`src/rtl/cfc_ckpt_restore.sv`:
```
// Checkpoint restore read engine: sweeps one checkpoint out of the CFC BRAM and
// streams {reg, tag} pairs to the RAT write port through a 2-entry skid FIFO.
module cfc_ckpt_restore #(
  parameter int CKPT_NUM   = 8,
  parameter int ARCH_REGS  = 32,
  parameter int TAG_WIDTH  = 6,
  parameter int ADDR_WIDTH = $clog2(CKPT_NUM * ARCH_REGS)
) (
  input  logic                         clk,
  input  logic                         rst_n,
  input  logic                         restore_req,
  input  logic [$clog2(CKPT_NUM)-1:0]  restore_ckpt,
  input  logic                         abort,
  output logic                         restore_busy,
  output logic                         restore_done,
  output logic [ADDR_WIDTH-1:0]        bram_addrb,
  input  logic [TAG_WIDTH-1:0]         bram_doutb,
  output logic                         rat_we,
  output logic [$clog2(ARCH_REGS)-1:0] rat_waddr,
  output logic [TAG_WIDTH-1:0]         rat_wdata,
  input  logic                         rat_rdy
);

  localparam int CKW  = $clog2(CKPT_NUM);
  localparam int IDXW = $clog2(ARCH_REGS);
  localparam int EW   = IDXW + TAG_WIDTH;

  typedef enum logic [1:0] {IDLE, READ, DRAIN, DONE} state_t;

  state_t                state_q;
  logic [CKW-1:0]        ckpt_q;
  logic [IDXW-1:0]       idx_q;
  logic                  inflight_q;
  logic [IDXW-1:0]       inflight_idx_q;
  logic [ADDR_WIDTH-1:0] addr_q;
  logic [EW-1:0]         fifo_q [0:1];
  logic                  rd_ptr_q;
  logic                  wr_ptr_q;
  logic [1:0]            count_q;

  logic                  pop;
  logic                  push;
  logic                  issue;
  logic [ADDR_WIDTH-1:0] addr_d;
  logic [1:0]            count_d;
  logic [EW-1:0]         head;

  assign push    = inflight_q;
  assign rat_we  = (count_q != 2'd0);
  assign pop     = rat_we && rat_rdy;
  assign count_d = count_q + {1'b0, push} - {1'b0, pop};
  assign head    = fifo_q[rd_ptr_q];

  // Only issue when the read landing next cycle is guaranteed a FIFO slot.
  assign issue = (state_q == READ) && !abort &&
                 (({1'b0, count_q} + {2'b00, inflight_q}) < (3'd2 + {2'b00, pop}));

  assign addr_d = ADDR_WIDTH'(ckpt_q) * ADDR_WIDTH'(ARCH_REGS) + ADDR_WIDTH'(idx_q);

  assign bram_addrb   = issue ? addr_d : addr_q;
  assign restore_busy = (state_q == READ) || (state_q == DRAIN);
  assign restore_done = (state_q == DONE);
  assign rat_waddr    = rat_we ? head[EW-1:TAG_WIDTH] : '0;
  assign rat_wdata    = rat_we ? head[TAG_WIDTH-1:0] : '0;

  always_ff @(posedge clk or negedge rst_n) begin
    if (!rst_n) begin
      state_q        <= IDLE;
      ckpt_q         <= '0;
      idx_q          <= '0;
      inflight_q     <= 1'b0;
      inflight_idx_q <= '0;
      addr_q         <= '0;
      rd_ptr_q       <= 1'b0;
      wr_ptr_q       <= 1'b0;
      count_q        <= 2'd0;
      fifo_q[0]      <= '0;
      fifo_q[1]      <= '0;
    end else if (abort) begin
      state_q    <= IDLE;
      idx_q      <= '0;
      inflight_q <= 1'b0;
      addr_q     <= '0;
      rd_ptr_q   <= 1'b0;
      wr_ptr_q   <= 1'b0;
      count_q    <= 2'd0;
    end else begin
      if (push) begin
        fifo_q[wr_ptr_q] <= {inflight_idx_q, bram_doutb};
        wr_ptr_q         <= ~wr_ptr_q;
      end
      if (pop) begin
        rd_ptr_q <= ~rd_ptr_q;
      end
      count_q    <= count_d;
      inflight_q <= issue;
      if (issue) begin
        inflight_idx_q <= idx_q;
      end

      case (state_q)
        IDLE: begin
          if (restore_req) begin
            ckpt_q  <= restore_ckpt;
            idx_q   <= '0;
            state_q <= READ;
          end
        end
        READ: begin
          if (issue) begin
            addr_q <= addr_d;
            idx_q  <= idx_q + IDXW'(1);
            if (idx_q == IDXW'(ARCH_REGS - 1)) begin
              state_q <= DRAIN;
            end
          end
        end
        // Leave one cycle early so DONE coincides with the first empty cycle.
        DRAIN: begin
          if (!inflight_q && count_d == 2'd0) begin
            state_q <= DONE;
          end
        end
        DONE: begin
          addr_q  <= '0;
          state_q <= IDLE;
        end
        default: state_q <= IDLE;
      endcase
    end
  end

  fifo_no_overflow: assert property (@(posedge clk) disable iff (!rst_n)
    !(!abort && push && !pop && count_q == 2'd2));

endmodule

```
`config.mk`:
```
export PLATFORM = sky130hd
export DESIGN_NAME = cfc_ckpt_restore
export DESIGN_NICKNAME = d
export VERILOG_FILES = /design/src/rtl/cfc_ckpt_restore.sv
export SDC_FILE = /design/constraint.sdc
export NUM_CORES = 1
export LEC_CHECK = 0
export CAP_MARGIN = 25
export CORE_MARGIN = 2
export CORE_UTILIZATION = 56
export CTS_BUF_LIST = sky130_fd_sc_hd__clkbuf_4
export DETAILED_ROUTE_END_ITERATION = 8
export PLACE_DENSITY = 0.91
export REMOVE_ABC_BUFFERS = 1
export SYNTH_ARGS = -nofsm -noshare
export SYNTH_HDL_FRONTEND = slang
export SYNTH_SLANG_ARGS = --single-unit
```
`constraint.sdc`:
```
create_clock -name clk -period 3.4 [get_ports clk]
set_clock_uncertainty 0.15 [all_clocks]
set_input_delay 0.34 -clock clk [delete_from_list [all_inputs] [get_ports clk]]
set_output_delay 0.34 -clock clk [all_outputs]
set_load 0.005 [all_outputs]
```
# Word-level counts from Yosys, hierarchy flattened
# Index checks and enable logic that the tools add are counted.
# word_totals
reg_bits	50
input_bits	14
# op_classes
n_addsub	6
order_cmp	4
eq_ne	8
muxes	27
bitwise_logic	5
n_reduce_logical	20
# ops
operator	count
11-bit 2-to-1 mux	4
22-bit bitwise mux	1
5-bit 2-to-1 mux	4
8-bit 2-to-1 mux	2
8-bit case mux with 2 select lines	1
2-bit 2-to-1 mux	6
11-bit demux with 1-bit select	1
5-bit case mux with 2 select lines	1
8-bit by 5-bit adder with 8-bit output	1
2-bit case mux with 4 select lines	1
6-bit 2-to-1 mux	1
3-bit by 2-bit inequality test with 1-bit output (second input constant)	2
3-bit inequality test (second input constant)	2
3-bit AND reduction	2
2-bit nonzero test	3
3-bit nonzero test	2
5-bit by 1-bit adder with 5-bit output (second input constant)	1
5-bit == test (second input constant)	1
1-bit logical AND	5
1-bit 2-to-1 mux	5
2-bit == test (second input constant)	2
2-bit greater-or-equal comparator (second input constant)	2
2-bit logical NOT	2
1-bit inverter with 2-bit output	2
12 further kinds	16

# Logic depth before layout (Yosys ltp)
# Gate-level depths: netlist of the first run.
# logic_depth
depth_word	8
depth_mapped	8

# Worst setup path before layout of the first run
# Ideal clock, no wire load.
# synth_path
path_kind	flip-flop to output port
startpoint	reg inflight_q
endpoint	out bram_addrb[0]
arrival_time_ns	2.216
path_slack_ns	0.694
path_stages_with_launch	8
path_buffers	1
cell_sequence	dfrtp_1 -> ha_1 -> ha_1 -> o21a_4 -> or3b_4 -> nor2_1 -> buf_6 -> mux2_2
# synth_via
elab_chain_len	4
# synth_rtl
item	line_no	rtl
from (decl)	33	logic inflight_q;
from (signal assigned)	96	inflight_q <= issue;
2-bit by 1-bit adder with 3-bit output	56	(({1'b0, count_q} + {2'b00, inflight_q}) < (3'd2 + {2'b00, pop}));
3-bit < comparator	56	
1-bit logical AND	55	assign issue = (state_q == READ) && !abort &&
8-bit 2-to-1 mux	n/a	
to (decl)	16	output logic [ADDR_WIDTH-1:0] bram_addrb,
# No other way between the ends.

# Worst setup path in the final report of the first run
# layout_path
startpoint	reg inflight_q
endpoint	out bram_addrb[3]
# The elaborated chain is that of the path after synthesis.

==> summary.md, run 1 <==
| Metric | Value |
|---|---|
| DR vias | ~1,800 |
| Top-count cell post-synth | dfrtp_1 |
| Worst Setup End Kind | output port |
| CTS H-tree depth | 2 |
| Die Height | 70.72 um |
| Clock buffer depth | 2 |
| Post-synthesis cell type count | 34 |
| Pin count of the biggest net entering global routing | between 40 and 50 |
| Mean area per synthesized cell | 11.70 um^2 |
| FP Rows | 24 |
| Mapped Cells | about 210 |
| First-pass GRT wire length | about 8000 um |
| Slew margin rel. | a little over two fifths |
| Setup CP Type | reg2out |
| Remaining Overflow, GRT | 0 |
| Synthesis warning total | 0 |
| Total negative slack | 0 ns |
| Synth area leaders | dfrtp_1 (50%), mux2_2 (18%), mux2i_1 (6.0%) |
| Worst-path clk slew | around 0.14 ns |
| Final core utilization | between 70% and 80% |
| Sequential-to-total area share from yosys stat | 50.20% |
| Number of placed I/O pins | 36 |
| I/O Buffers | 35 |
| Status | complete, no violations |
| PwrDens | slightly below 600 mW/mm^2 |
| Top_reg_cell synth | dfrtp_1 |
| Worst hold path class | in2async |
| Number of synthesized flops with an enable pin | 0 |
| Hpwl dp | ~3300 um |
| Slew Limit Fails | 0 |
| Final worst path period share | about nine tenths |
| Flops & latches, synth | 50 |
| Max stage delay on crit path | about 0.43 ns |
| Drt drc | 0 |
| Hold Violations, Final | 0 |
| Setup crit end | bram_addrb[3] |
| Layout Nets | 279 |
| Dpl cells | approximately 300 |
| Global Route Usage Sum | approximately a fifth |
| CTS tree | done |
| Detailed Route WL | between 4000 and 5000 um |
| WL met2 | 2368 um |
| Metal-1 WL | around 1900 um |
| Initial Util | around 58% |
| Area of the die | around 0.005 mm^2 |
| DIE WIDTH | slightly above 70 um |
| Vias per cell | approximately 5.7 |
| Top cell by count, worst path | ha_1 |
| Pre-CTS WS | about 0.23 ns |
| Synth top cells by count | dfrtp_1 (50), mux2_2 (39), nor2_1 (25) |
| Worst-skew pair later-pin latency | 0.37 ns |
| FMAX | approximately 0.33 GHz |
| Slowest CP cell | dfrtp_2 |
| Final ANT Viol Nets | 0 |
| Req. time, crit path | between 2 and 3 ns |
| Core area | about 0.0043 mm^2 |
| FF-to-FF Start | inflight_q |
| DRT iter0 DRCs | about 50 |
| Placer Congestion | 0.7701 |
| PnR worst setup slack | ~0.35 ns |
| Post-Syn Area | ~0.0025 mm^2 |
| Total Power | approximately 1.8 mW |
| TritonCTS Buffers | 5 |
| Max layer used | met4 |
| Leakage | around 1.5 nW |
| Final Cell Area | a little over 0.003 mm^2 |
| P&R area growth vs syn | 24.00% |
| Initial antenna violation count | 0 |
| FF-to-FF setup slack | 0.95 ns |
| R2R Path End | idx_q[2] |
| Post-synth top area cell | dfrtp_1 |
| Unrepaired setup endpoints after global routing | false |
| Setup violators final | 0 |
| Length of routed met3 wiring | between 200 and 250 um |
| # diodes | 0 |
| Slew @ Worst Pin | roughly 0.84 ns |
| Number of detailed-route iterations in the first pass | 4 |
| Critical Path AT | 2.56 ns |
| Area after DPL | 0.002920 mm^2 |
| CTS sink count | 50 |
| CP Cell Sequence | ha_1, ha_1, o21a_4, or3b_4, nor2_4, buf_12, mux2_2, dlymetal6s2s_1 |
| Post-layout min period | roughly 3.1 ns |
| Startpoint types | flop |
| Post-route insts no fill | ~300 |
| Peak supply drop | ~0.00038 V |
| Worst r2r path cells | 7 |
| Fillers | 326 |
| Vias in the first global route | around 1,700 |
| WL/cell | 14.91 um |
| Asr flop ratio synth | 100.0% |
| Area share of the largest cell type after synthesis | 50.20% |
| Layout cells sized above 1 | about a quarter |
| CP Max Fanout | 12 |
| Worst Setup SP | inflight_q |
| Hold_ws | just over 0.2 ns |
| Maximum Capacitance Violations | 0 |
| Root buffer cell | clkbuf_4 |
-- cell families after synthesis --
kind of cell | synth area share [%]
and+or+nand+nor | 11.50
muxes | 23.64
DFF | 50.20
AOI/OAI and AO/OA | 6.225
buffers and inverters | 2.862
adders and majority gates | 4.518
xor gates and xnor gates | 1.054
-- critical path, delay by kind of cell, from the launching register on --
| family | cells | cell delay (ns) |
|---|---|---|
| fa+ha+maj | 2 | 0.49 |
| compound gates | 1 | 0.14 |
| simple gates | 2 | 0.52 |
| flops | 1 | 0.43 |
| mux | 1 | 0.33 |
| buf+inv | 2 | 0.29 |
-- cell usage in the layout (no fill, tap or decap), types with 2 or more instances in the layout --
master / Yosys / final
clkbuf_4: 0 / 5
nand2_1: 7 / 7
buf_12: 0 / 2
ha_1: 9 / 9
mux2i_1: 15 / 15
dlymetal6s2s_1: 0 / 8
nand3_1: 7 / 7
mux2_2: 39 / 39
o21ai_0: 7 / 7
a21oi_1: 10 / 10
nor2_1: 25 / 24
nand3b_1: 2 / 2
buf_4: 0 / 8
inv_1: 5 / 5
nand2b_1: 4 / 4
dfrtp_1: 50 / 49
nand4_1: 4 / 4
clkdlybuf4s50_1: 0 / 26
bufinv_16: 0 / 2
xor2_1: 2 / 2
-- state kept, by name (all words and copies together) (netlist names) --
register and count:
fifo_q 22, rd_ptr_q 1, wr_ptr_q 1, idx_q 5, ckpt_q 3, inflight_q 1, addr_q 8, inflight_idx_q 5
count_q 2, state_q 2
-- layout make-up --
class / instances / area, um^2 / area share, %
repair buffers: 46 / 475.5 / 15.38
well taps: 52 / 65.06 / 2.105
inverters: 5 / 18.77 / 0.6073
clock inverters: 3 / 63.81 / 2.065
multi-input cells: 148 / 1177 / 38.10
clock buffers: 5 / 37.54 / 1.215
flip-flops and latches: 50 / 1252 / 40.53
-- layer usage --
metal | up-vias | GRT usage, %
li1 | 836 | -
met3 | 8 | 4.843
met1 | 859 | 24.38
met5 | - | 0
met4 | 0 | 7.128
met2 | 48 | 35.51
-- how the worst min path moves through the flow --
stage                   start    endpoint  slack [ns]
finish                  rst_n  fifo_q[16]        0.20
global route            rst_n  fifo_q[16]        0.22
CTS                     rst_n  fifo_q[16]        0.20
detailed placement      rst_n   fifo_q[5]        0.08
global placement    fifo_q[3]   fifo_q[3]        0.34
floorplan               rst_n   addr_q[0]       -0.11
-- repair_timing --
action | 4_1_cts | 5_1_grt
endpoints found under the setup margin | 8 | 8
setup buffers | 2 | 2
hold endpoints to repair | 50 | 0
hold buffers | 1 | 0
gates resized for setup | 2 | 9
-- report_power, final --
part	internal (mW)	switching, mW
combinational	0.339	0.262
sequential	0.716	0.0886
clock	0.227	0.184
Note: power is estimated with default switching activity, not from simulation.
==> run 2: changes to the inputs <==
==> constraint.sdc (replaced) <==
create_clock -name clk -period 3.28 [get_ports clk]
set_clock_uncertainty 0.15 [all_clocks]
set_input_delay 0.328 -clock clk [delete_from_list [all_inputs] [get_ports clk]]
set_output_delay 0.328 -clock clk [all_outputs]
set_load 0.005 [all_outputs]
==> summary.md, run 2 (synthesis results as in run 1) <==
| Metric | Value |
|---|---|
| Status | complete, no violations |
| Slew Limit Fails | 0 (unchanged) |
| Worst-skew pair later-pin latency | 0.38 ns (about the same) |
| CTS H-tree depth | 2 (unchanged) |
| P&R area growth vs syn | 22.64% |
| CP Max Fanout | 6 (-6) |
| Req. time, crit path | 2.80 ns (-0.11 ns) |
| Global Route Usage Sum | 21.00% (+0.76 points) |
| Worst r2r path cells | 10 (+3) |
| CP Cell Sequence | ha_2, ha_4, o21a_4, or3b_4, nor2_4, buf_6, buf_4, mux2_2, dlygate4sd2_1 |
| FMAX | 0.3138 GHz |
| Final worst path period share | between 90% and 100% |
| Area of the die | 0.005001 mm^2 (unchanged) |
| # diodes | 0 (unchanged) |
| Leakage | 1.419 nW (-7.4%) |
| Worst Setup SP | inflight_q |
| Hold Violations, Final | 0 (unchanged) |
| Initial Util | 57.64% (unchanged) |
| Worst-path clk slew | 0.14 ns (about the same) |
| DIE WIDTH | 70.72 um (unchanged) |
| Final core utilization | 70.69% (-0.78 points) |
| Setup CP Type | reg2out |
| Placer Congestion | 0.8226 (+6.8%) |
| Die Height | 70.72 um (unchanged) |
| Vias per cell | 5.604 (-1.1%) |
| Slowest CP cell | dfrtp_1 |
| CTS tree | done |
| Clock buffer depth | 2 (unchanged) |
| WL/cell | 15.52 um (+4.1%) |
| Commonest non-fill, non-tap cells in the layout | dfrtp_1 (50), mux2_2 (39), clkdlybuf4s50_1 (26) |
| Setup violators final | 0 (unchanged) |
| Pin count of the biggest net entering global routing | 41 (unchanged) |
| Maximum Capacitance Violations | 0 (unchanged) |
| Total negative slack | 0 ns (unchanged) |
| Detailed Route WL | 4857 um (+5.4%) |
| Max FFs per register | 22 (unchanged) |
| First-pass GRT wire length | 8314 um (+4.4%) |
| TritonCTS Buffers | 5 (unchanged) |
| Commonest non-fill, non-tap cell in the layout | dfrtp_1 |
| FP Rows | 24 (unchanged) |
| FF-to-FF setup slack | 0.72 ns (-0.23 ns) |
| Largest regs | fifo_q: 22 flops, addr_q: 8 flops |
| Max stage delay on crit path | 0.42 ns (about the same) |
| Post-layout min period | 3.186 ns |
| Hold_ws | 0.2087 ns (+0.007437 ns) |
| Hpwl dp | 3418 um (+2.5%) |
| Number of placed I/O pins | 36 (unchanged) |
| Critical Path AT | 2.71 ns (+0.15 ns) |
| Startpoint types | flop |
| Slew margin rel. | 46.33% (+2.9 points) |
| Layout cells sized above 1 | 27.97% (+1.9 points) |
| Root buffer cell | clkbuf_4 |
| Drt drc | 0 (unchanged) |
| Worst Setup End Kind | output port |
| Reg with most FFs | fifo_q |
| DR vias | 1,754 (+0.17%) |
| Slew @ Worst Pin | 0.8021 ns (-0.04275 ns) |
| Layout Nets | 283 (+1.4%) |
| R2R Path End | inflight_idx_q[4] |
| Setup crit end | bram_addrb[0] |
| Remaining Overflow, GRT | 0 (unchanged) |
| Core area | 0.004324 mm^2 (unchanged) |
| Initial antenna violation count | 0 (unchanged) |
| PwrDens | 577.3 mW/mm^2 (-1.7%) |
| I/O Buffers | 35 (unchanged) |
| FF-to-FF Start | inflight_q |
| Post-route insts no fill | 313 (+1.3%) |
| DRT iter0 DRCs | 136 (+170%) |
| Final ANT Viol Nets | 0 (unchanged) |
| Dpl cells | 298 (+0.68%) |
| Worst hold path class | in2async |
| Peak supply drop | 0.0004417 V (+16%) |
| Unrepaired setup endpoints after global routing | false |
| CTS sink count | 50 (unchanged) |
| Number of detailed-route iterations in the first pass | 4 (unchanged) |
| Vias in the first global route | 1,784 (+2.8%) |
-- run 2: cell count changes in the layout (fill, tap and decap cells not counted), sizes merged --
| cell | change |
|---|---|
| clkinvlp | +1 |
| bufinv | -2 |
| buf | +4 |
| dlymetal6s2s | -8 |
| clkinv | +1 |
| dlygate4sd2 | +8 |
-- run 2: critical path: cells and delay by family (launching register included) --
kind / cells / cell delay (ns)
and+or+nand+nor: 2 / 0.56
buffers and inverters: 3 / 0.50
DFF: 1 / 0.42
adders and majority gates: 2 / 0.41
muxes: 1 / 0.31
AOI/OAI and AO/OA: 1 / 0.13
-- run 2: area by class of cell --
cell class	instances	area [um^2]
fill	341	1267
sequential	50	1251
multi-input combinational	148	1192
timing repair buffer	50	470.5
tap	52	65.06
clock buffer	5	37.54
clock inverter	3	21.27
inverter	5	18.77
-- run 2: worst min path at each step --
stage                          from    endpoint  slack [ns]  cells past startpoint
after global placement    fifo_q[2]   fifo_q[2]        0.34                      1
final                         rst_n   fifo_q[0]        0.21                      2
after floorplan               rst_n   addr_q[0]       -0.12                      0
after global routing          rst_n  count_q[0]        0.21                      2
after detailed placement      rst_n   fifo_q[0]        0.07                      1
after CTS                     rst_n  count_q[0]        0.20                      2
-- run 2: routing by layer --
| metal | up-vias | global-route usage [%] | part of all wire, % |
|---|---|---|---|
| met4 | 0 | 4.403 | 0.78 |
| li1 | 841 | - | - |
| met2 | 41 | 36.55 | 51 |
| met5 | - | 0 | 0 |
| met1 | 868 | 26.60 | 44 |
| met3 | 4 | 5.556 | 4.6 |
-- run 2: timing repair --
item                                    in CTS  in global routing
pin swaps                                    0                  2
hold buffers                                 1                  0
resized for setup                           14                  2
hold endpoints to repair                    50                  0
endpoints found under the setup margin       8                  3
cloned                                       1                  0
buffers inserted                             5                  0
-- run 2: per-stage QoR --
stage	power (mW)	setup slack, ns	area [um^2]
2_1_floorplan	1.216	0.2864	2440
3_3_place_gp	1.431	0.2244	2903
3_5_place_dp	1.468	0.1773	2923
4_1_cts	1.774	0.01994	3042
5_1_grt	1.883	0.008050	3057
6_report	1.765	0.09372	3057
-- run 2: report_power, final --
part	internal [mW]	switching, mW	leakage [nW]
sequential	0.741	0.0940	0.673
clock	0.0837	0.203	0.0312
combinational	0.357	0.285	0.715
total	1.18	0.582	1.42
